[src/rtl/calc_seq_ctrl.sv]
// Calculator sequencing controller: debounced buttons -> add/mul/sub requests,
// shift-add multiply, double-dabble BCD conversion, registered display word.
module calc_seq_ctrl #(
  parameter int          DEBOUNCE_CYCLES = 16,
  parameter logic [25:0] IDLE_VALUE      = 26'd2076021
) (
  input  logic        clk,
  input  logic        reset,
  input  logic [7:0]  A,
  input  logic [7:0]  B,
  input  logic        up,
  input  logic        mid,
  input  logic        down,
  output logic [25:0] result_bin,
  output logic [31:0] bcd,
  output logic [1:0]  op_code,
  output logic        busy,
  output logic        done,
  output logic [2:0]  fsm_state
);

  localparam int CW = $clog2(DEBOUNCE_CYCLES + 1);
  localparam logic [CW-1:0] CNT_LAST = CW'(DEBOUNCE_CYCLES - 1);

  typedef enum logic [2:0] {S_IDLE, S_LOAD, S_MUL, S_CONV, S_DONE} state_t;
  typedef enum logic [1:0] {OP_NONE, OP_ADD, OP_MUL, OP_SUB} op_t;

  state_t          state, state_next;
  logic [2:0]      sync1, sync2, deb, deb_prev;
  logic [CW-1:0]   cnt [3];
  logic            req_valid;
  op_t             req_op;
  logic            pend_valid;
  op_t             pend_op;
  op_t             cap_op;
  logic [7:0]      cap_a, cap_b, mplier;
  logic [15:0]     mcand;
  logic [25:0]     acc;
  logic [31:0]     shadow, shadow_adj;
  logic [4:0]      step;

  function automatic logic [31:0] dabble(input logic [31:0] v);
    logic [31:0] r;
    r = v;
    for (int i = 0; i < 8; i++)
      if (r[i*4 +: 4] >= 4'd5) r[i*4 +: 4] = r[i*4 +: 4] + 4'd3;
    return r;
  endfunction

  assign fsm_state  = state;
  assign shadow_adj = dabble(shadow);

  // Button bit order everywhere: {down, mid, up}.
  always_ff @(posedge clk) begin
    if (reset) begin
      sync1    <= '0;
      sync2    <= '0;
      deb      <= '0;
      deb_prev <= '0;
      for (int i = 0; i < 3; i++) cnt[i] <= '0;
    end else begin
      sync1    <= {down, mid, up};
      sync2    <= sync1;
      deb_prev <= deb;
      for (int i = 0; i < 3; i++) begin
        if (sync2[i] == deb[i]) begin
          cnt[i] <= '0;
        end else if (cnt[i] == CNT_LAST) begin
          deb[i] <= sync2[i];
          cnt[i] <= '0;
        end else begin
          cnt[i] <= cnt[i] + CW'(1);
        end
      end
    end
  end

  // Any debounced change requests the highest-priority held button, or NONE.
  always_comb begin
    req_valid = (deb != deb_prev);
    req_op    = OP_NONE;
    if (deb[0])      req_op = OP_ADD;
    else if (deb[1]) req_op = OP_MUL;
    else if (deb[2]) req_op = OP_SUB;
  end

  always_ff @(posedge clk) begin
    if (reset) state <= S_LOAD;
    else       state <= state_next;
  end

  always_comb begin
    state_next = state;
    case (state)
      S_IDLE: if (pend_valid) state_next = S_LOAD;
      S_LOAD: state_next = (cap_op == OP_MUL) ? S_MUL : S_CONV;
      S_MUL:  if (step == 5'd7) state_next = S_CONV;
      S_CONV: if (step == 5'd25) state_next = S_DONE;
      S_DONE: state_next = S_IDLE;
      default: state_next = S_IDLE;
    endcase
  end

  always_ff @(posedge clk) begin
    if (reset) begin
      cap_a      <= '0;
      cap_b      <= '0;
      cap_op     <= OP_NONE;
      acc        <= '0;
      mcand      <= '0;
      mplier     <= '0;
      shadow     <= '0;
      step       <= '0;
      pend_valid <= 1'b0;
      pend_op    <= OP_NONE;
      result_bin <= '0;
      bcd        <= '0;
      op_code    <= '0;
      done       <= 1'b0;
      busy       <= 1'b0;
    end else begin
      done <= 1'b0;
      busy <= (state_next != S_IDLE);
      case (state)
        S_IDLE: begin
          if (pend_valid) begin
            cap_a      <= A;
            cap_b      <= B;
            cap_op     <= pend_op;
            pend_valid <= 1'b0;
          end
        end
        S_LOAD: begin
          step   <= '0;
          shadow <= '0;
          case (cap_op)
            OP_ADD:  acc <= {17'd0, {1'b0, cap_a} + {1'b0, cap_b}};
            OP_SUB:  acc <= (cap_a > cap_b) ? {18'd0, cap_a - cap_b} : '0;
            OP_MUL: begin
              acc    <= '0;
              mcand  <= {8'd0, cap_a};
              mplier <= cap_b;
            end
            default: acc <= IDLE_VALUE;
          endcase
        end
        S_MUL: begin
          acc    <= acc + (mplier[0] ? {10'd0, mcand} : 26'd0);
          mcand  <= mcand << 1;
          mplier <= mplier >> 1;
          step   <= (step == 5'd7) ? 5'd0 : step + 5'd1;
        end
        S_CONV: begin
          // Rotating acc feeds its MSB each cycle and restores it after 26 steps.
          shadow <= {shadow_adj[30:0], acc[25]};
          acc    <= {acc[24:0], acc[25]};
          step   <= step + 5'd1;
        end
        S_DONE: begin
          bcd        <= shadow;
          result_bin <= acc;
          op_code    <= cap_op;
          done       <= 1'b1;
        end
        default: ;
      endcase
      // A request raised during capture lands after it (last request wins).
      if (req_valid) begin
        pend_valid <= 1'b1;
        pend_op    <= req_op;
      end
    end
  end

endmodule

[config.mk]
export PLATFORM = sky130hd
export DESIGN_NAME = calc_seq_ctrl
export DESIGN_NICKNAME = d
export VERILOG_FILES = /design/src/rtl/calc_seq_ctrl.sv
export SDC_FILE = /design/constraint.sdc
export NUM_CORES = 1
export LEC_CHECK = 0
export CORE_ASPECT_RATIO = 1.75
export CORE_UTILIZATION = 45
export CTS_CLUSTER_DIAMETER = 100
export DETAILED_ROUTE_END_ITERATION = 6
export DONT_BUFFER_PORTS = 1
export SLEW_MARGIN = 40
export SYNTH_ARGS = -nofsm -noshare
export SYNTH_HDL_FRONTEND = slang
export SYNTH_SLANG_ARGS = --single-unit
[constraint.sdc]
create_clock -name clk -period 2.9 [get_ports clk]
set_input_delay 0.58 -clock clk [delete_from_list [all_inputs] [get_ports clk]]
set_output_delay 0.58 -clock clk [all_outputs]
set_load 0.01 [all_outputs]
==> impl_results.md, run 1 <==
- Status: finished, final reports clean
- Initial antenna violation count: 0
- Horiz. Die Dim: approximately 120 um
- Synth Area in Simple Gates: 0.217
- I/O pin count: 86
- Mapped Area: 10300 um^2
- DRT antenna net count: 0
- Seq/Total Area, Yosys: 0.403
- Post-Synth XOR/XNOR Area: 0.0374
- Setup TNS: 0 ns
- Slew headroom: 0.508
- Via density: ~5.5
- Leak pwr: between 4 and 5 nW
- Area growth, synth to finish: 10.3%
- Yosys Warn Count: 0
- Cell Pwr Density: between 400 and 500 nW/um^2
- Largest family of logic cells by synthesized area: simple AND/OR/NAND/NOR gates
- Number of library cell types mapped by synthesis: 67
- FFs w/ async S/R, synth: 0
- Skew final: between 0.006 and 0.007 ns
- Clk root buf: clkbuf_16
- PortBufs: 0
- Longest Clk Path Bufs: 2
- Pre-CTS WS: approximately 0.13 ns
- Initial DRC Count: 598
- Cell count after synthesis: ~1300
- Die height: 202 um
- Placer Congestion: between 0.9 and 1
- Worst-path cell chain: buf_12 > and2_1 > ha_1 > a211oi_1 > o31a_1 > o221a_4 > o21a_4 > or4_4 > a2111oi_4
- Worst-skew pair later-pin latency: 0.45 ns
- IR drop worst, VDD: about 0.00035 V
- Die area: roughly 24000 um^2
- CP max FO: 16
- Fin crit share: 0.962
- Clock sink total: 200
- Cts hold-fix bufs: 0
- Layout filler cell count: around 2300
- Number of global-route vias before repair: roughly 8300
- Detailed Route WL: 27000 um
- Slowest cell delay on critical path: ~0.43 ns
- #FFs+latches synth: 200
- # Max-Cap Violations: 0
- RSZ-0062 raised after global routing: no
- Worst hold path type: in -> reg
- Row count: 73
- Worst setup margin: around 0.11 ns
- Most used cells in the layout excluding fill and tap cells: 214 x nand2_1, 185 x dfxtp_1, 166 x a21oi_1
- Synthesized area per cell: ~8 um^2
- Worst path required time: between 3 and 4 ns
- Post-synth top area cell: dfxtp_1
- DR vias: slightly below 9000
- H-tree depth: 4
- Worst slew pin tran: roughly 0.74 ns
- TritonCTS buffer count: 17
- Peak Freq: 358 MHz
- Final Critical Period: about 2.8 ns
- First-pass GRT wire length: roughly 43000 um
- Main flop type after synthesis: dfxtp_1
- Final design utilization: 0.504
- Grt total ovfl: 0
- Commonest non-fill, non-tap cell in the layout: nand2_1
- Slowest library cell on the worst path: or4_4
- Area of the multi-input gates: around 5800 um^2
- CTS tree: done
- CP Capture Type: flop
- CP startpoint kind: flop
- Drt wl/cell: ~17 um
- Number of hold violations in the final report: 0
- WS Path Type: reg -> reg
- Ratio of cells with drive above 1 in the final layout: 0.0629
- Area contributors post-synth: dfxtp_1 36%, a21oi_1 8.1%, nand2_1 7.8%, ha_1 6.8%, edfxtp_1 4.4%
- Pins Over Slew Limit: 0
- Seq. cell area: a little over 4000 um^2
- First-pass DRT Iterations: 5
- Nets@finish: roughly 1400
- Gr usage total: 0.240
- Antenna diode count: 0
- Mux contribution to synthesized area: 0.0126
- Clock transition at the registers of the reported paths: roughly 0.07 ns
- Largest net degree at the start of global routing: roughly 200
- Initial Util: 0.457
- HPWL after detailed placement: 19200 um
- Post-synth top area share: 0.359
- Synth Area in Adders: 0.0738
- Post-route DRC: 0
- Post-synthesis compound-gate area fraction: 0.209
- # setup viols final: 0
- EDFF count, synth: 15
- Core area: about 23000 um^2
- Crit path DAT: 3.15 ns
-- through the flow --
step	total power, W	hold WS (ns)	area (um^2)	std cells
floorplan	0.00304	0.414	10400	1304
global placement	0.00305	0.418	10700	1558
detailed placement	0.00305	0.428	10700	1558
CTS	0.00553	0.172	11300	1587
global route	0.00565	0.169	11400	1588
finish	0.00546	0.196	11400	1588
-- power by group --
part,switching (W),internal [W]
clock,0.00104,0.00143
sequential,0.0000361,0.00281
combinational,0.0000885,0.0000581
-- cells by family (layout without fill, tap and decap cells) --
family | count (synthesis) | after routing
and+or+nand+nor | 499 | 499
AOI/OAI and AO/OA | 346 | 346
DFF | 200 | 200
buffers and inverters | 128 | 112
adders and majority gates | 59 | 59
xor gates and xnor gates | 44 | 44
muxes | 13 | 13
other | 1 | 15
-- critical path: cells and delay by family (launching register included) --
| family | cells | cell delay (ns) |
|---|---|---|
| flops | 1 | 0.33 |
| compound gates | 5 | 1.29 |
| buf+inv | 1 | 0.15 |
| simple gates | 2 | 0.61 |
| fa+ha+maj | 1 | 0.30 |
-- state kept, by name, indices dropped and copies added (netlist names), 5 cells and up --
signal,cells
cnt,15
cap_b,8
mcand,16
bcd,32
shadow,32
mplier,8
cap_a,8
acc,26
step,5
result_bin,26
-- what timing repair did --
action                                  CTS  global route
endpoints found under the setup margin    0             4
setup buffers                             0             1
resized for setup                         0             4
hold endpoints to repair                  0             0
-- layout make-up --
cell class / instances / share of cell area
flip-flops and latches: 200 / 0.365
clock inverters: 5 / 0.00737
well taps: 300 / 0.0330
inverters: 47 / 0.0155
multi-input cells: 976 / 0.507
clock buffers: 24 / 0.0461
repair buffers: 36 / 0.0260
-- cells in the mapped netlist, drive strengths merged (4+ instances only) --
library cell / number
a2111oi: 4
a211oi: 29
a21o: 14
a21oi: 166
a221oi: 6
a22oi: 22
a311o: 4
a311oi: 5
and2: 20
and3: 7
buf: 13
clkbuf: 68
dfxtp: 185
edfxtp: 15
ha: 56
inv: 47
mux2i: 13
nand2: 216
nand2b: 16
nand3: 32
nand3b: 5
nand4: 7
nor2: 119
nor2b: 17
nor3: 30
nor3b: 5
o211ai: 6
o21a: 5
o21ai: 52
o21bai: 6
or2: 6
or3: 8
xnor2: 26
xor2: 18
-- worst paths after layout --
| path | from | endpoint | slack (ns) | cells past startpoint |
|---|---|---|---|---|
| worst max-delay path | mplier[0]$_SDFFE_PP0P_ | acc[21]$_SDFFE_PP0P_ | 0.11 | 9 |
| worst min-delay path | reset | result_bin[13]$_SDFFE_PP0P_ | 0.20 | 1 |
| worst max register to register | mplier[0]$_SDFFE_PP0P_ | acc[21]$_SDFFE_PP0P_ | 0.11 | 9 |
| worst min register to register | sync1[2]$_SDFF_PP0_ | sync2[2]$_SDFF_PP0_ | 0.44 | 1 |
-- metal layers --
| metal | track usage | vias up | share of wire |
|---|---|---|---|
| li1 | - | 4426 | - |
| met1 | 0.264 | 4127 | 0.40 |
| met2 | 0.417 | 178 | 0.52 |
| met3 | 0.0531 | 60 | 0.037 |
| met4 | 0.132 | 0 | 0.046 |
| met5 | 0 | - | 0 |
Power figures use the tool's default switching activity.
==> run 2: changes to the inputs <==
Settings changed: CAP_MARGIN set to 30, CORE_ASPECT_RATIO 1.75 to not set, TNS_END_PERCENT set to 100.
==> run 2 against run 1 <==
Effect of this change:
- cell count down 1.4%
- final area fell by 0.80%
- clock-buffer cell count fell by 5
- hold slack lost 0.00067 ns
- critical endpoint is now acc[16]$_SDFFE_PP0P_
- register-to-register slack about the same
- sequential share of layout area rose by 0.30 points
- critical path depth is 1 higher
- critical path type unchanged
- highest routed layer unchanged
- total power down 0.64%
==> impl_results.md, run 2 (synthesis results as in run 1) <==
- CTS tree: done (unchanged)
- Setup TNS: 0 ns (unchanged)
- Clock sink total: 200 (unchanged)
- Number of global-route vias before repair: 8124 (was 8321)
- Largest net degree at the start of global routing: 195 (unchanged)
- # setup viols final: 0 (unchanged)
- H-tree depth: 4 (unchanged)
- Reg power frac: 0.523 (was 0.521)
- Gate power share: 0.027 (about the same)
- Die area: 23500 um^2 (was 23600 um^2)
- Cts hold-fix bufs: 0 (unchanged)
- Skew final: 0.0160 ns (was 0.00667 ns)
- Worst-skew pair later-pin latency: 0.45 ns (about the same)
- DRT antenna net count: 0 (unchanged)
- Worst slew pin tran: 0.784 ns (was 0.736 ns)
- Drt wl/cell: 16.1 um (was 17.0 um)
- Status: finished, final reports clean (unchanged)
- Worst-path cell chain: and2_1 > ha_1 > fa_1 > a211oi_1 > o21ai_1 > a311oi_1 > o31a_1 > buf_4 > o21ai_0 > o2bb2a_1 (was buf_12 > and2_1 > ha_1 > a211oi_1 > o31a_1 > o221a_4 > o21a_4 > or4_4 > a2111oi_4)
- Worst hold path type: in -> reg (unchanged)
- I/O pin count: 86 (unchanged)
- Crit path DAT: 3.18 ns (was 3.15 ns)
- Number of hold violations in the final report: 0 (unchanged)
- Post-route DRC: 0 (unchanged)
- Area growth, synth to finish: 9.40% (was 10.3%)
- HPWL after detailed placement: 17100 um (was 19200 um)
- Slowest cell delay on critical path: 0.43 ns (about the same)
- Detailed Route WL: 25200 um (was 27000 um)
- RSZ-0062 raised after global routing: no (unchanged)
- Via density: 5.55 (was 5.54)
- Worst path required time: 3.29 ns (was 3.26 ns)
- Commonest non-fill, non-tap cell in the layout: nand2_1 (unchanged)
- First-pass GRT wire length: 41600 um (was 43200 um)
- Clock transition at the registers of the reported paths: 0.08 ns (was 0.07 ns)
- Fin cells: 1566 (was 1588)
- First-pass DRT Iterations: 5 (unchanged)
- Leak pwr: 4.12 nW (was 4.19 nW)
- Sw Pwr: 0.00131 W (was 0.00117 W)
- CP max FO: 6 (was 16)
- Peak Freq: 359 MHz (was 358 MHz)
- Grt total ovfl: 0 (unchanged)
- Row count: 55 (was 73)
- Pins Over Slew Limit: 0 (unchanged)
- WS Path Type: reg -> reg (unchanged)
- Cell Pwr Density: 481 nW/um^2 (was 480 nW/um^2)
- Initial DRC Count: 645 (was 598)
- Die height: 153 um (was 202 um)
- CP top delay family: compound AO/OA/AOI/OAI gates (unchanged)
- Slew headroom: 0.476 (was 0.508)
- Fin crit share: 0.962 (about the same)
- Initial Util: 0.457 (about the same)
- Nets@finish: 1348 (was 1358)
- Slowest library cell on the worst path: fa_1 (was or4_4)
- Clk root buf: clkbuf_16 (unchanged)
- TritonCTS buffer count: 17 (unchanged)
- PortBufs: 0 (unchanged)
- Switch share: 0.241 (was 0.214)
- Longest Clk Path Bufs: 2 (unchanged)
- Worst path buffer plus inverter count: 1 (unchanged)
- Pre-CTS WS: -0.000360 ns (was 0.131 ns)
- Placed cells: 1534 (was 1558)
- Clk pwr share: 0.450 (was 0.452)
- Most used cells in the layout excluding fill and tap cells: 214 x nand2_1, 185 x dfxtp_1, 166 x a21oi_1 (unchanged)
- Worst setup margin: 0.111 ns (about the same)
- Antenna diode count: 0 (unchanged)
- DR vias: 8694 (was 8791)
- Ratio of cells with drive above 1 in the final layout: 0.0609 (was 0.0629)
- IR drop worst, VDD: 0.000328 V (was 0.000355 V)
- Gr usage total: 0.218 (was 0.240)
- Placer Congestion: 0.917 (was 0.909)
- Final Critical Period: 2.79 ns (about the same)
- CP Capture Type: flop (unchanged)
- P_int: 0.00412 W (was 0.00430 W)
- Initial antenna violation count: 0 (unchanged)
- CP startpoint kind: flop (unchanged)
- Largest registers: bcd x32, shadow x32 (unchanged)
- Horiz. Die Dim: 153 um (was 116 um)
- Core area: 22600 um^2 (about the same)
- # Max-Cap Violations: 0 (unchanged)
==> run 2: changes by cell type in the layout (fill, tap and decap cells not counted), moves of 3 or more <==
| cell | previous run | this run |
|---|---|---|
| clkinv_8 | 0 | 3 |
| ha_4 | 0 | 3 |
| inv_6 | 0 | 4 |
| ha_1 | 56 | 52 |
| buf_4 | 34 | 25 |
==> run 2: metal layers <==
layer	GRT usage	part of all wire
met4	0.0643	0.016
met2	0.343	0.44
met3	0.0437	0.049
met5	0	0
met1	0.301	0.49
==> run 2: worst register-to-register path, cell delays in order (launching register included) <==
cell      delay (ns)
dfxtp_1         0.33
and2_1          0.16
ha_1            0.20
fa_1            0.43
a211oi_1        0.24
o21ai_1         0.22
a311oi_1        0.43
o31a_1          0.26
buf_4           0.14
o21ai_0         0.06
o2bb2a_1        0.27
==> run 2: path summary, 6_finish.rpt <==
path	slack [ns]	startpoint	depth (start not counted)	end
max	0.11	mplier[0]$_SDFFE_PP0P_	10	acc[16]$_SDFFE_PP0P_
min	0.20	reset	1	result_bin[16]$_SDFFE_PP0P_
max reg2reg	0.11	mplier[0]$_SDFFE_PP0P_	10	acc[16]$_SDFFE_PP0P_
min reg2reg	0.44	sync1[2]$_SDFF_PP0_	1	sync2[2]$_SDFF_PP0_
==> run 2: area by class of cell <==
type / count / area [um^2]
Tap cell: 285 / 357
Sequential cell: 200 / 4150
Clock buffer: 19 / 443
Inverter: 47 / 176
Fill cell: 2260 / 11300
Clock inverter: 13 / 158
Multi-Input combinational cell: 976 / 5790
Timing Repair Buffer: 26 / 208
==> run 2: through the flow <==
step	hold WS [ns]	total power, W	util	instance area [um^2]
2_1_floorplan	0.414	0.00304	-	10400
5_1_grt	0.185	0.00561	0.500	11300
4_1_cts	0.195	0.00547	0.498	11200
6_report	0.195	0.00543	0.500	11300
3_5_place_dp	0.430	0.00305	0.471	10600
3_3_place_gp	0.418	0.00304	0.471	10600
==> run 2: timing repair <==
| action | CTS | global route |
|---|---|---|
| setup endpoints to repair | 1 | 3 |
| resized for setup | 1 | 6 |
| cloned | 0 | 0 |
| setup buffers | 0 | 0 |
==> run 2: power groups by stage <==
stage                     Clock, W  Sequential, W  Combinational (W)
after floorplan                  0        0.00289           0.000144
after global placement           0        0.00290           0.000140
after detailed placement         0        0.00291           0.000142
after CTS                  0.00249        0.00284           0.000142
after global routing       0.00260        0.00285           0.000163
final                      0.00244        0.00284           0.000146
